File: src/rtl/mult_div_unit.sv
// mult_div_unit -- iterative multiply / divide unit feeding a HI/LO register pair.
//
// Operations (op):
//   00 MULTU  unsigned a*b        -> HI = product[2W-1:W], LO = product[W-1:0]
//   01 MULT   signed   a*b        -> HI/LO as above, two's complement
//   10 DIVU   unsigned a/b        -> HI = remainder, LO = quotient
//   11 DIV    signed   a/b        -> quotient truncated toward zero,
//                                    remainder takes the sign of the dividend
// Division by zero writes HI = a, LO = all ones.
//
// Each operation runs on operand magnitudes. A start moves the FSM
// IDLE -> CALC. CALC runs WIDTH shift-add or shift-subtract steps. FIX
// applies the result signs. WB registers the write-back. done,
// we_hi and we_lo are therefore visible WIDTH+2 cycles after the edge that
// accepted start.
//
// Compile-time option:
//   MDU_DIV_EN  when defined, the divider datapath is built and DIVU/DIV are
//               accepted. When undefined, any start with op[1]=1 is ignored.
//
// Ports:
//   clk       clock, rising edge
//   clr       asynchronous active-low reset
//   start     operation request, honoured only when the unit is idle
//   op[1:0]   operation select (see above)
//   a, b      multiplicand/dividend and multiplier/divisor, sampled with start
//   busy      high from the cycle after acceptance through the done cycle
//   done      one-cycle completion pulse
//   we_hi     HI write enable (pulses with done)
//   we_lo     LO write enable (pulses with done)
//   hi_wdata  HI value, held between pulses
//   lo_wdata  LO value, held between pulses

module mult_div_unit #(
    parameter int WIDTH = 32
) (
    input  logic             clk,
    input  logic             clr,
    input  logic             start,
    input  logic [1:0]       op,
    input  logic [WIDTH-1:0] a,
    input  logic [WIDTH-1:0] b,
    output logic             busy,
    output logic             done,
    output logic             we_hi,
    output logic             we_lo,
    output logic [WIDTH-1:0] hi_wdata,
    output logic [WIDTH-1:0] lo_wdata
);

    localparam int CW = (WIDTH > 1) ? $clog2(WIDTH) : 1;

    typedef enum logic [1:0] {
        IDLE = 2'd0,
        CALC = 2'd1,
        FIX  = 2'd2,
        WB   = 2'd3
    } state_t;

    state_t state_reg, state_next;

    logic [CW-1:0]        count_reg;
    logic [2*WIDTH-1:0]   acc_reg;      // product, or {remainder, quotient}
    logic [WIDTH-1:0]     opnd_reg;     // multiplicand or divisor magnitude
    logic                 neg_res_reg;  // product / quotient must be negated
    logic                 busy_reg;
    logic                 done_reg;
    logic [WIDTH-1:0]     hi_reg;
    logic [WIDTH-1:0]     lo_reg;
`ifdef MDU_DIV_EN
    logic                 is_div_reg;
    logic                 neg_rem_reg;  // remainder must be negated
    logic                 div0_reg;
    logic [WIDTH-1:0]     a_reg;        // raw dividend, returned on divide by zero
`endif

    // ------------------------------------------------------------------
    // Operand preparation at start
    // ------------------------------------------------------------------
    logic             a_neg, b_neg;
    logic [WIDTH-1:0] a_mag, b_mag;
    logic             accept;
    logic             last_iter;

    assign a_neg = op[0] & a[WIDTH-1];
    assign b_neg = op[0] & b[WIDTH-1];
    assign a_mag = a_neg ? -a : a;
    assign b_mag = b_neg ? -b : b;

    // busy also covers the done cycle, during which the FSM is already back
    // in IDLE; gating on busy keeps a start in that cycle from being taken.
`ifdef MDU_DIV_EN
    assign accept = (state_reg == IDLE) && start && !busy_reg;
`else
    assign accept = (state_reg == IDLE) && start && !busy_reg && !op[1];
`endif

    assign last_iter = (count_reg == CW'(WIDTH - 1));

    // ------------------------------------------------------------------
    // FSM
    // ------------------------------------------------------------------
    always_ff @(posedge clk or negedge clr) begin
        if (!clr) begin
            state_reg <= IDLE;
        end else begin
            state_reg <= state_next;
        end
    end

    always_comb begin
        state_next = state_reg;
        case (state_reg)
            IDLE:    if (accept) state_next = CALC;
            CALC:    if (last_iter) state_next = FIX;
            FIX:     state_next = WB;
            WB:      state_next = IDLE;
            default: state_next = IDLE;
        endcase
    end

    // ------------------------------------------------------------------
    // One iteration step
    // ------------------------------------------------------------------
    // Multiply: add the multiplicand into the upper half when the current
    // multiplier bit (acc LSB) is set, then shift the whole register right,
    // keeping the carry as the new MSB.
    logic [WIDTH:0]     mul_sum;
    logic [2*WIDTH-1:0] mul_step;

    assign mul_sum  = {1'b0, acc_reg[2*WIDTH-1:WIDTH]}
                    + {1'b0, (acc_reg[0] ? opnd_reg : {WIDTH{1'b0}})};
    assign mul_step = {mul_sum, acc_reg[WIDTH-1:1]};

    logic [2*WIDTH-1:0] step_val;

`ifdef MDU_DIV_EN
    // Divide (restoring): shift the next dividend bit into the remainder,
    // subtract the divisor when it fits, and shift the quotient bit in at
    // the bottom. The difference always fits in WIDTH bits when it is kept.
    logic [WIDTH:0]     div_shift;
    logic [WIDTH-1:0]   div_sub;
    logic               div_ge;
    logic [2*WIDTH-1:0] div_step;

    assign div_shift = {acc_reg[2*WIDTH-1:WIDTH], acc_reg[WIDTH-1]};
    assign div_ge    = (div_shift >= {1'b0, opnd_reg});
    assign div_sub   = div_shift[WIDTH-1:0] - opnd_reg;
    assign div_step  = {(div_ge ? div_sub : div_shift[WIDTH-1:0]),
                        acc_reg[WIDTH-2:0], div_ge};
`endif

    always_comb begin
        step_val = mul_step;
`ifdef MDU_DIV_EN
        if (is_div_reg) begin
            step_val = div_step;
        end
`endif
    end

    // ------------------------------------------------------------------
    // Sign fix-up, result stored back as {HI, LO}
    // ------------------------------------------------------------------
    logic [2*WIDTH-1:0] fix_val;

    always_comb begin
        fix_val = neg_res_reg ? -acc_reg : acc_reg;
`ifdef MDU_DIV_EN
        if (is_div_reg) begin
            if (div0_reg) begin
                fix_val = {a_reg, {WIDTH{1'b1}}};
            end else begin
                fix_val[2*WIDTH-1:WIDTH] = neg_rem_reg ? -acc_reg[2*WIDTH-1:WIDTH]
                                                       :  acc_reg[2*WIDTH-1:WIDTH];
                fix_val[WIDTH-1:0]       = neg_res_reg ? -acc_reg[WIDTH-1:0]
                                                       :  acc_reg[WIDTH-1:0];
            end
        end
`endif
    end

    // ------------------------------------------------------------------
    // Datapath and output registers
    // ------------------------------------------------------------------
    always_ff @(posedge clk or negedge clr) begin
        if (!clr) begin
            count_reg   <= '0;
            acc_reg     <= '0;
            opnd_reg    <= '0;
            neg_res_reg <= 1'b0;
            busy_reg    <= 1'b0;
            done_reg    <= 1'b0;
            hi_reg      <= '0;
            lo_reg      <= '0;
`ifdef MDU_DIV_EN
            is_div_reg  <= 1'b0;
            neg_rem_reg <= 1'b0;
            div0_reg    <= 1'b0;
            a_reg       <= '0;
`endif
        end else begin
            done_reg <= (state_reg == WB);

            if (accept) begin
                busy_reg <= 1'b1;
            end else if (done_reg) begin
                busy_reg <= 1'b0;
            end

            case (state_reg)
                IDLE: begin
                    if (accept) begin
                        count_reg   <= '0;
                        neg_res_reg <= a_neg ^ b_neg;
`ifdef MDU_DIV_EN
                        is_div_reg  <= op[1];
                        neg_rem_reg <= a_neg;
                        div0_reg    <= (b == '0);
                        a_reg       <= a;
                        // Multiply: multiplier in the low half, multiplicand held.
                        // Divide: dividend in the low half, divisor held.
                        acc_reg     <= {{WIDTH{1'b0}}, (op[1] ? a_mag : b_mag)};
                        opnd_reg    <= op[1] ? b_mag : a_mag;
`else
                        acc_reg     <= {{WIDTH{1'b0}}, b_mag};
                        opnd_reg    <= a_mag;
`endif
                    end
                end
                CALC: begin
                    acc_reg   <= step_val;
                    count_reg <= count_reg + CW'(1);
                end
                FIX: begin
                    acc_reg <= fix_val;
                end
                WB: begin
                    hi_reg <= acc_reg[2*WIDTH-1:WIDTH];
                    lo_reg <= acc_reg[WIDTH-1:0];
                end
                default: ;
            endcase
        end
    end

    assign busy     = busy_reg;
    assign done     = done_reg;
    assign we_hi    = done_reg;
    assign we_lo    = done_reg;
    assign hi_wdata = hi_reg;
    assign lo_wdata = lo_reg;

endmodule

File: config.mk
export PLATFORM = sky130hd
export DESIGN_NAME = mult_div_unit
export DESIGN_NICKNAME = d
export VERILOG_FILES = /design/src/rtl/mult_div_unit.sv
export SDC_FILE = /design/constraint.sdc
export NUM_CORES = 1
export LEC_CHECK = 0
export CORE_ASPECT_RATIO = 1.2
export CORE_MARGIN = 8
export CORE_UTILIZATION = 54
export CTS_CLUSTER_SIZE = 40
export DETAILED_ROUTE_END_ITERATION = 12
export GPL_ROUTABILITY_DRIVEN = 0
export MAX_ROUTING_LAYER = met4
export PLACE_DENSITY = 0.82
export SLEW_MARGIN = 20
export SYNTH_ARGS = -nofsm -noshare
export SYNTH_HDL_FRONTEND = slang
export SYNTH_SLANG_ARGS = --single-unit
File: constraint.sdc
create_clock -name clk -period 9.4 [get_ports clk]
set_clock_uncertainty 0.2 [all_clocks]
set_input_delay 1.88 -clock clk [delete_from_list [all_inputs] [get_ports clk]]
set_output_delay 1.88 -clock clk [all_outputs]
set_load 0.01 [all_outputs]
; ---- Word-level counts from Yosys, hierarchy flattened
; Index checks and enable logic that the tools add are counted.
[word_totals]
inputBits = 69
register_bits = 170
word_cells = 50
output_inout_bits = 68
[classes]
muxes = 13
n_reduce_logical = 13
eq_ne = 7
n_addsub = 5
bitwise_logic = 3
[op_table]
columns = op, n
row1 = $pmux W64 S3, 1
row2 = $mux W64, 2
row3 = $mux W32, 3
row4 = $neg A32 Y32, 2
row5 = $neg A64 Y64, 1
row6 = $add A32 B32 Y33, 1
row7 = $pmux W5 S2, 1
row8 = $pmux W2 S4, 1
row9 = $ne A2 B2 Y1 const B, 3
row10 = $reduce_and A2 Y1, 3
row11 = $add A5 B1 Y5 const B, 1
row12 = $eq A5 B5 Y1 const B, 1
row13 = $mux W5, 1
row14 = $eq A2 B2 Y1 const B, 2
row15 = $mux W2, 2
row16 = $reduce_bool A2 Y1, 2
row17 = $logic_and A1 B1 Y1, 3
row18 = $reduce_and A3 Y1, 1
row19 = $reduce_bool A3 Y1, 1
row20 = $and A1 B1 Y1, 2
row21 = $eq A2 B1 Y1 const B, 1
row22 = $logic_not A1 Y1, 2
row23 = $logic_not A2 Y1, 1
row24 = $mux W1, 2
row25 = $xor A1 B1 Y1, 1

; ---- Logic depth before layout (Yosys ltp)
; Gate-level depths: netlist (run 1).
[logic_depth]
ltp_word = 6
depth_mapped = 14
ltp_nobuf = 12

; ---- Worst setup path after synthesis (run 1)
; Ideal clock, no wire load.
[synth_timing]
path_type = in2reg
start = input port b[15]
end = register acc_reg[31]
setup_ns = 0.082
path_slack_ns = 5.063
required_ns = 9.118
arrival_time_ns = 4.055
stages = 8
path_buffers = 0
cell_sequence = or4_1 or4_1 nor3_2 nand2_1 or3_1 o41ai_1 nand3b_1 a31oi_1
[synth_between]
elab_chain_cells = 4
[synth_lines]
columns = element, line_no
row1 = start: declaration, 42  ; input logic [WIDTH-1:0] b,
row2 = $neg A32 Y32, 88  ; assign b_mag = b_neg ? -b : b;
row3 = $mux W32, 88
row4 = $mux W64, 213  ; if (accept) begin
row5 = $pmux W64 S3, 211  ; case (state_reg)
row6 = end signal: assignment, 226  ; acc_reg <= {{WIDTH{1'b0}}, b_mag};
row7 = end signal: assignment, 232  ; acc_reg <= step_val;
row8 = end signal: assignment, 236  ; acc_reg <= fix_val;
row9 = end: declaration, 63  ; logic [2*WIDTH-1:0] acc_reg;
; No other way between the ends. The select of a mux whose other input is x is not followed.
; A chain may end at the register's enable or synchronous reset.

; ---- Worst setup path in the final report (run 1)
[layout_timing]
start = input port op[1]
end = register acc_reg[63]
[layout_between]
elab_chain_cells = 4
[layout_lines]
columns = element, line_no
row1 = start: declaration, 40  ; input logic [1:0] op,
row2 = $logic_not A1 Y1, 95  ; assign accept = (state_reg == IDLE) && start && !busy_reg && !op[1];
row3 = $logic_and A1 B1 Y1, 95
row4 = $ne A2 B2 Y1 (no source line), -
row5 = $reduce_and A3 Y1 (no source line), -
; No other way between the ends.

==> metrics.cfg, run 1 <==
[worst_setup_path]
worstSetupEndpointType = register
max_stage_delay_ps = 690
crit_arrival_ps = 5040
path_cells = clkdlybuf4s50_1 > nor2_1 > nand3_2 > buf_4 > nand2_1 > o311a_1 > buf_4 > nand2_1 > o32ai_1 > a21oi_1 > o41ai_1
slowest_stage = nand2_1
path_max_fanout = 65
crit_type = input pin to register
startpoint = op[1]
critPathTopFamily = simple AND/OR/NAND/NOR gates
critical_path_required_ps = 9530
r2r_start = acc_reg[0]$_DFFE_PN0P_
critPathBufInv = 3
startpoint_type = input pin

[floorplanning]
initial_core_util_pct = 54.9
die-area_sq_um = 26200
coreArea_sq_um = 20900
die_x_microns = 149
std_cell_rows = 58
ios = 137
die_h_microns = 176

[pwr]
p_comb_share_pct = 6.7
clkPwrFrac_pct = 46.2
switching_share_pct = 22.9
leakagePower_nw = 6.13
intPower_mw = 1.20
pwr-share-seq_pct = 47.0
p_switching_mw = 0.356
p_per_area_nw_per_um2 = 115
ir_drop_v = 0.000124

[final_layout]
area_delta_synth_final_pct = 18.2
fillers = 1724
drive_above_1_share_pct = 9.32
n_antenna_cell = 0
final_nets = 1493
layout_common_cells = dfrtp_1 (170), clkdlybuf4s50_1 (135), nand2_1 (133), a21oi_1 (99), nor2_1 (85)
final_common_cell = dfrtp_1
final_area_sq_um = 13600
largest_reg_flops = 64

[synthesis]
synth_top_flop_cell = dfrtp_1
syn_area_sq_um = 11500
avgSynthCellArea_sq_um = 8.86
syn_inst = 1295
ys_types = 76
ys.warnings.count = 0
synthArstFlopShare_pct = 100
synth_seq_area_share_pct = 37.1
synth_edf_count = 0
synth_fp_nets = 1406
synth_seq_cells = 170

[detailed_routing]
first_pass_iters = 5
detail_route.wl_per_cell_microns = 18.5
antenna_left = 0
drc = 0
wl_microns = 30700
drt_iter0_markers = 888
via_per_inst = 6.21
num_vias = 10343

[global_routing]
grt_usage_pct = 24.1
grt_pass1_vias = 10037
grt_max_degree = 99
grt_pass1_wl_microns = 50300
globalRouteOverflowTotal = 0
antenna_found_initial = 0

[cts]
clock_latency_ps = 440
hold_buffers = 0
cts_tree = yes
htree_levels = 4
path_clk_slew_ps = 70
post_cts.repair.setup_buffers = 0
cts_buffers = 17
clock_sinks = 170
post_cts_resized = 0
root_buffer = clkbuf_16
clockBufferDepth = 2

[timing]
worst_pin_slew_ps = 1010
slew_headroom_pct = 32.3
fin_crit_ps = 4910
slew_violations = 0
finalSetupViolations = 0
finalCritPeriodShare_pct = 52.2
grt_setup_unrepaired = no
fin_tns_setup_ps = 0
hold_violations = 0
max_freq_mhz = 204

[run_status]
outcome = complete, no violations

[placed_design]
hpwl_microns = 21600
io_buffers = 136
dpl_cell_area_sq_um = 13000

[job]
max-cap-violations = 0

[worst_hold_path]
hold_path_class = register to register
hold_start = neg_res_reg$_DFFE_PN0P_

[tightest hold or removal path: stages, from the launching register on]
cell	delay, ps
dfrtp_1	340
nand2_1	60
nand2_1	50
[path summary, 6_finish.rpt]
kind | end | slack [ps] | cells past startpoint
max | acc_reg[63]$_DFFE_PN0P_ | 4490 | 11
min | neg_res_reg$_DFFE_PN0P_ | 270 | 2
max reg2reg | acc_reg[59]$_DFFE_PN0P_ | 5110 | 12
min reg2reg | neg_res_reg$_DFFE_PN0P_ | 270 | 2
max in group asynchronous | acc_reg[34]$_DFFE_PN0P_ | 6160 | 2
min in group asynchronous | lo_wdata[3]$_DFFE_PN0P_ | 1330 | 1
[final cells by class]
class | instances | area [sq um] | share of cell area, %
inverter | 23 | 86.3 | 0.637
tap | 270 | 338 | 2.49
sequential | 170 | 4250 | 31.4
clock inverter | 9 | 109 | 0.803
multi-input combinational | 1023 | 6840 | 50.4
timing repair buffer | 147 | 1450 | 10.7
clock buffer | 23 | 488 | 3.60
[per-stage QoR]
stage          utilization, %  worst slack (ps)  hold WS (ps)  instances  power, mW
2_1_floorplan               -              5060           230       1295      0.784
3_3_place_gp             62.0              4150           246       1633      0.849
3_5_place_dp             62.0              4120           259       1633      0.849
4_1_cts                  64.9              4540           273       1665       1.56
5_1_grt                  64.9              4240           292       1665       1.60
6_report                 64.9              4490           271       1665       1.55
[cells in the mapped netlist, types with 4 or more instances]
master | instances | area share, %
dfrtp_1 | 170 | 37
nand2_1 | 133 | 4.4
a21oi_1 | 99 | 4.3
nor2_1 | 85 | 2.8
o21ai_0 | 74 | 3.2
clkbuf_1 | 69 | 2.3
mux2_2 | 65 | 6.4
xor2_1 | 59 | 4.5
o21ai_1 | 49 | 2.1
nor3_1 | 45 | 2.0
ha_1 | 41 | 4.5
a21o_1 | 37 | 2.4
and2_1 | 36 | 2.0
xnor2_1 | 36 | 2.7
inv_1 | 23 | 0.75
nor4_1 | 17 | 0.93
a221oi_1 | 16 | 1.2
nand3_1 | 16 | 0.70
a31oi_1 | 12 | 0.65
o31ai_1 | 12 | 0.79
or4_1 | 12 | 0.79
nand4_1 | 11 | 0.60
or3_1 | 11 | 0.60
and3_1 | 10 | 0.55
nand2b_1 | 10 | 0.55
o211ai_1 | 10 | 0.65
a22oi_1 | 9 | 0.59
mux2i_1 | 9 | 0.79
nor2b_1 | 9 | 0.49
a211oi_1 | 8 | 0.52
nor3_2 | 7 | 0.61
o41ai_1 | 7 | 0.53
a22o_1 | 6 | 0.46
a221o_1 | 5 | 0.44
o21a_1 | 5 | 0.33
buf_1 | 4 | 0.13
nand3b_1 | 4 | 0.26
o311a_1 | 4 | 0.35
[power by group through the flow]
stage | logic [mW] | registers, mW | clock network, mW
after floorplan | 0.0384 | 0.745 | 0
after global placement | 0.103 | 0.745 | 0
after detailed placement | 0.104 | 0.745 | 0
after CTS | 0.105 | 0.731 | 0.724
after global routing | 0.115 | 0.731 | 0.758
final | 0.104 | 0.731 | 0.719
[cells by family (layout without fill, tap and decap cells)]
| kind of cell | after synthesis | after routing | synth area share [%] |
|---|---|---|---|
| and+or+nand+nor | 429 | 429 | 19.3 |
| AOI/OAI and AO/OA | 382 | 382 | 20.9 |
| DFF | 170 | 170 | 37.1 |
| buffers and inverters | 102 | 202 | 3.50 |
| xor gates and xnor gates | 95 | 95 | 7.26 |
| muxes | 75 | 75 | 7.27 |
| adders and majority gates | 42 | 42 | 4.65 |
[routing by layer]
layer	GRT usage (%)	up-vias	share of wire (%)
li1	-	4900	-
met3	4.71	62	7.3
met2	39.4	433	48
met5	-	-	0
met1	29.8	4948	42
met4	7.08	0	1.9
(Power assumes the default switching activity.)
==> run 2: changes to the inputs <==
CORE_UTILIZATION = 52   (was 54)
clock period = 4.31 ns   (was 9.4 ns; I/O delays follow)
==> run 2 against run 1 <==
Net effect:
- clock power up 110%
- critical endpoint is now acc_reg[59]$_DFFE_PN0P_
- worst setup slack worse by 4000 ps
- critical path depth rose by 2
- clock-buffer cell count shrank 5
==> metrics.cfg, run 2 (same netlist as run 1, synthesis figures left out) <==
[floorplanning]
std_cell_rows = 59  ; was 58
initial_core_util_pct = 52.8  ; was 54.9%
die_x_microns = 152  ; was 149 microns
coreArea_sq_um = 21700  ; was 20,900 sq um
ios = 137  ; unchanged
die-area_sq_um = 27100  ; was 26,200 sq um
die_h_microns = 179  ; was 176 microns

[worst_setup_path]
startpoint = acc_reg[0]$_DFFE_PN0P_  ; was op[1]
critPathBufInv = 1  ; was 3
path_max_fanout = 35  ; was 65
path_cells = buf_4 > and2_1 > ha_1 > fa_1 > a21o_1 > nand4_1 > a21boi_1 > a41o_1 > a221oi_1 > o31ai_1 > a21boi_0 > o311a_1 > o21ai_1  ; was clkdlybuf4s50_1 > nor2_1 > nand3_2 > buf_4 > nand2_1 > o311a_1 > buf_4 > nand2_1 > o32ai_1 > a21oi_1 > o41ai_1
crit_arrival_ps = 3970  ; was 5040 ps
startpoint_type = register  ; was input pin
slowest_stage = o31ai_1  ; was nand2_1
critical_path_required_ps = 4470  ; was 9530 ps
crit_type = register to register  ; was input pin to register
r2r_start = acc_reg[0]$_DFFE_PN0P_  ; unchanged
max_stage_delay_ps = 590  ; was 690 ps
worstSetupEndpointType = register  ; unchanged
critPathTopFamily = compound AO/OA/AOI/OAI gates  ; was simple AND/OR/NAND/NOR gates

[global_routing]
grt_usage_pct = 24.2  ; was 24.1%
grt_max_degree = 68  ; was 99
grt_pass1_vias = 10362  ; was 10,037
grt_pass1_wl_microns = 51300  ; was 50,300 microns
antenna_found_initial = 0  ; unchanged
globalRouteOverflowTotal = 0  ; unchanged

[timing]
finalSetupViolations = 0  ; unchanged
fin_tns_setup_ps = 0  ; unchanged
max_freq_mhz = 262
fin_crit_ps = 3820
finalCritPeriodShare_pct = 88.5
grt_setup_unrepaired = no  ; unchanged
worst_pin_slew_ps = 941  ; was 1010 ps
slew_violations = 0  ; unchanged
hold_violations = 0  ; unchanged
slew_headroom_pct = 37.3  ; was 32.3%

[final_layout]
final_area_sq_um = 13600  ; about the same
area_delta_synth_final_pct = 18.9  ; was 18.2%
largest_reg_flops = 64  ; unchanged
fillers = 1801  ; was 1,724
final_common_cell = dfrtp_1  ; unchanged
final_nets = 1505  ; was 1,493
layout_common_cells = dfrtp_1 (170), clkdlybuf4s50_1 (135), nand2_1 (133), a21oi_1 (99), nor2_1 (85)  ; unchanged
drive_above_1_share_pct = 10.2  ; was 9.32%

[placed_design]
dpl_cell_area_sq_um = 13100  ; was 13,000 sq um
io_buffers = 136  ; unchanged
hpwl_microns = 22400  ; was 21,600 microns

[cts]
post_cts.repair.setup_buffers = 0  ; unchanged
root_buffer = clkbuf_16  ; unchanged
path_clk_slew_ps = 70  ; about the same
clock_latency_ps = 440  ; about the same
hold_buffers = 0  ; unchanged
cts_tree = yes  ; unchanged
clockBufferDepth = 2  ; unchanged
clock_sinks = 170  ; unchanged
post_cts_resized = 0  ; unchanged
cts_buffers = 17  ; unchanged
htree_levels = 4  ; unchanged

[detailed_routing]
num_vias = 10385  ; was 10,343
wl_microns = 31300  ; was 30,700 microns
drt_iter0_markers = 885  ; was 888
first_pass_iters = 5  ; unchanged
via_per_inst = 6.17  ; was 6.21
antenna_left = 0  ; unchanged
detail_route.wl_per_cell_microns = 18.6  ; was 18.5 microns
drc = 0  ; unchanged

[worst_hold_path]
hold_path_class = input pin to async pin  ; was register to register

[job]
max-cap-violations = 0  ; unchanged

[pwr]
p_per_area_nw_per_um2 = 242  ; was 115 nW/um^2
leakagePower_nw = 6.17  ; was 6.13 nW
ir_drop_v = 0.000278  ; was 0.000124 V

[run_status]
outcome = complete, no violations  ; unchanged

## run 2: changes by cell type in the layout (fill, tap and decap cells not counted)
| cell | change |
|---|---|
| buf_4 | +10 |
| clkbuf_8 | -3 |
| clkinvlp_4 | +3 |
| buf_12 | +2 |
| bufinv_16 | -2 |
| clkbuf_1 | -2 |
| inv_6 | +2 |
| inv_8 | +2 |
| clkinv_2 | -1 |
| clkinv_4 | +1 |
| diode_2 | +1 |
## run 2: final cells by class
class / count / area [sq um] / area share, %
inverters: 23 / 86.3 / 0.633
multi-input cells: 1023 / 6840 / 50.1
clock buffers: 18 / 439 / 3.22
clock inverters: 14 / 115 / 0.844
diodes: 1 / 2.50 / 0.0184
well taps: 274 / 343 / 2.51
flip-flops and latches: 170 / 4250 / 31.2
repair buffers: 159 / 1560 / 11.4
## run 2: worst paths after layout
| kind | end | slack [ps] | cells after the start |
|---|---|---|---|
| max | acc_reg[59]$_DFFE_PN0P_ | 490 | 13 |
| min | acc_reg[6]$_DFFE_PN0P_ | 200 | 1 |
| max reg2reg | acc_reg[59]$_DFFE_PN0P_ | 490 | 13 |
| min reg2reg | opnd_reg[5]$_DFFE_PN0P_ | 270 | 2 |
| max in group asynchronous | opnd_reg[2]$_DFFE_PN0P_ | 2750 | 2 |
| min in group clk | opnd_reg[5]$_DFFE_PN0P_ | 270 | 2 |
## run 2: worst register-to-register path, cell delays in order (launching register included)
cell and delay [ps]:
dfrtp_1 360, buf_4 300, and2_1 190, ha_1 180
fa_1 220, a21o_1 150, nand4_1 120, a21boi_1 250
a41o_1 350, a221oi_1 150, o31ai_1 590, a21boi_0 200
o311a_1 330, o21ai_1 130
## run 2: routing by layer
metal	track usage [%]	part of all wire [%]	vias up
met2	39.6	48	435
met5	-	0	-
met1	29.7	43	4952
met4	9.16	2.2	0
met3	3.71	6.8	76
li1	-	-	4922
## run 2: power by group
| group | internal (mW) | total [mW] | leakage (nW) | switching (mW) |
|---|---|---|---|---|
| Clock | 0.767 | 1.48 | 0.264 | 0.711 |
| Combinational | 0.105 | 0.229 | 3.55 | 0.125 |
| Sequential | 1.59 | 1.59 | 2.36 | 0 |
## run 2: through the flow
stage               hold slack, ps  std cells  utilization, %  total power [mW]  setup slack (ps)
floorplan                      230       1295               -              1.71               841
global placement               257       1649            60.3              1.85               406
detailed placement             264       1649            60.3              1.85               280
CTS                            214       1681            62.8              3.32               600
global route                   231       1681            62.8              3.41               384
finish                         195       1682            62.8              3.30               494
==> run 3: changes to the inputs <==
CORE_MARGIN = unset   (was 8)
==> run 3 against run 2 <==
Net effect:
- combinational power rose by 2%
- clock power up 11%
- design area up 0.71%
==> metrics.cfg, run 3 (same netlist as run 1, synthesis figures left out) <==
[floorplanning]
ios = 137  ; unchanged
std_cell_rows = 59  ; unchanged
initial_core_util_pct = 53.0  ; was 52.8%
coreArea_sq_um = 21600  ; was 21,700 sq um
die-area_sq_um = 22700  ; was 27,100 sq um
die_x_microns = 138  ; was 152 microns
die_h_microns = 165  ; was 179 microns

[detailed_routing]
via_per_inst = 6.28  ; was 6.17
antenna_left = 0  ; unchanged
detail_route.wl_per_cell_microns = 18.2  ; was 18.6 microns
drt_iter0_markers = 879  ; was 885
num_vias = 10571  ; was 10,385
wl_microns = 30600  ; was 31,300 microns
drc = 0  ; unchanged
first_pass_iters = 6  ; was 5

[worst_setup_path]
startpoint_type = register  ; unchanged
crit_arrival_ps = 3830  ; was 3970 ps
critical_path_required_ps = 4420  ; was 4470 ps
worstSetupEndpointType = register  ; unchanged
path_max_fanout = 10  ; was 35
crit_type = register to register  ; unchanged

[timing]
finalCritPeriodShare_pct = 86.3  ; was 88.5%
slew_headroom_pct = 48.3  ; was 37.3%
worst_hold_slack_ps = 257  ; was 195 ps
grt_setup_unrepaired = no  ; unchanged
max_freq_mhz = 269  ; was 262 MHz
hold_violations = 0  ; unchanged
fin_crit_ps = 3720  ; was 3820 ps
worst_pin_slew_ps = 776  ; was 941 ps
finalSetupViolations = 0  ; unchanged
slew_violations = 0  ; unchanged
fin_tns_setup_ps = 0  ; unchanged

[cts]
root_buffer = clkbuf_16  ; unchanged
cts_tree = yes  ; unchanged
htree_levels = 4  ; unchanged
post_cts_resized = 0  ; unchanged
clock_latency_ps = 440  ; about the same
path_clk_slew_ps = 70  ; about the same
hold_buffers = 0  ; unchanged
clock_sinks = 170  ; unchanged
cts_buffers = 17  ; unchanged
post_cts.repair.setup_buffers = 0  ; unchanged
clockBufferDepth = 2  ; unchanged

[final_layout]
final_common_cell = dfrtp_1  ; unchanged
final_area_sq_um = 13700  ; was 13,600 sq um
layout_common_cells = dfrtp_1 (170), clkdlybuf4s50_1 (135), nand2_1 (133), a21oi_1 (99), nor2_1 (85)  ; unchanged
n_antenna_cell = 0  ; was 1
largest_reg_flops = 64  ; unchanged
area_delta_synth_final_pct = 19.8  ; was 18.9%
final_nets = 1508  ; was 1,505
drive_above_1_share_pct = 10.4  ; was 10.2%
fillers = 1791  ; was 1,801
finalNonFillerCells = 1684  ; was 1,682

[global_routing]
antenna_found_initial = 0  ; unchanged
grt_pass1_vias = 10206  ; was 10,362
grt_pass1_wl_microns = 49200  ; was 51,300 microns
grt_max_degree = 81  ; was 68
globalRouteOverflowTotal = 0  ; unchanged
grt_usage_pct = 28.6  ; was 24.2%

[pwr]
ir_drop_v = 0.000281  ; was 0.000278 V
p_per_area_nw_per_um2 = 252  ; was 242 nW/um^2
leakagePower_nw = 6.23  ; was 6.17 nW

[run_status]
outcome = complete, no violations  ; unchanged

[placed_design]
io_buffers = 136  ; unchanged
dpl_cell_area_sq_um = 13100  ; about the same
placed_cells = 1652  ; was 1,649
hpwl_microns = 21800  ; was 22,400 microns

[worst_hold_path]
hold_path_class = input pin to async pin  ; unchanged

[job]
max-cap-violations = 0  ; unchanged

==> run 3: cell count changes in the layout (fill, tap and decap cells not counted), sizes merged <==
cell and change:
inv -4, diode -1, clkbuf +5, clkinvlp -2
bufinv +3, buf +3, clkinv -2
==> run 3: cell type report <==
class | count | area, sq um | area share, %
tap | 274 | 343 | 2.50
sequential | 170 | 4250 | 31.0
timing repair buffer | 162 | 1580 | 11.5
clock buffer | 23 | 498 | 3.63
inverter | 23 | 86.3 | 0.629
multi-input combinational | 1023 | 6840 | 49.8
clock inverter | 9 | 133 | 0.966
==> run 3: path summary, 6_finish.rpt <==
kind	start	endpoint	slack (ps)	depth (start not counted)
setup / recovery	acc_reg[1]$_DFFE_PN0P_	acc_reg[56]$_DFFE_PN0P_	590	11
hold / removal	clr	lo_wdata[6]$_DFFE_PN0P_	260	1
max in group asynchronous	clr	acc_reg[51]$_DFFE_PN0P_	2740	2
setup reg to reg	acc_reg[1]$_DFFE_PN0P_	acc_reg[56]$_DFFE_PN0P_	590	11
min in group clk	neg_res_reg$_DFFE_PN0P_	neg_res_reg$_DFFE_PN0P_	270	2
hold reg to reg	neg_res_reg$_DFFE_PN0P_	neg_res_reg$_DFFE_PN0P_	270	2
==> run 3: metal layers <==
layer	track usage, %	vias up	share of wire (%)
met4	12.8	0	3.3
met3	3.81	83	7.1
met2	48.0	473	49
met5	-	-	0
li1	-	4925	-
met1	34.1	5090	41
==> run 3: critical path: stages (launching register included) <==
cell and delay, ps:
dfrtp_1 420, inv_1 80, ha_1 200, or4b_1 520
nand3b_4 260, or4_4 660, nor3_4 360, nand3_4 180
nor2_2 120, mux2_1 320, a22oi_1 170, o21ai_1 90
==> run 3: stage by stage <==
step	total power, mW	utilization [%]	worst slack, ps
floorplan	1.71	-	841
global placement	1.85	60.5	381
detailed placement	1.86	60.5	329
CTS	3.48	63.4	608
global route	3.56	63.5	326
finish	3.47	63.5	588
==> run 3: power by group <==
part           leakage [nW]  switching, mW  internal, mW
sequential             2.36              0          1.60
combinational          3.56          0.128         0.105
clock                 0.306          0.648         0.991
total                  6.23          0.776          2.69
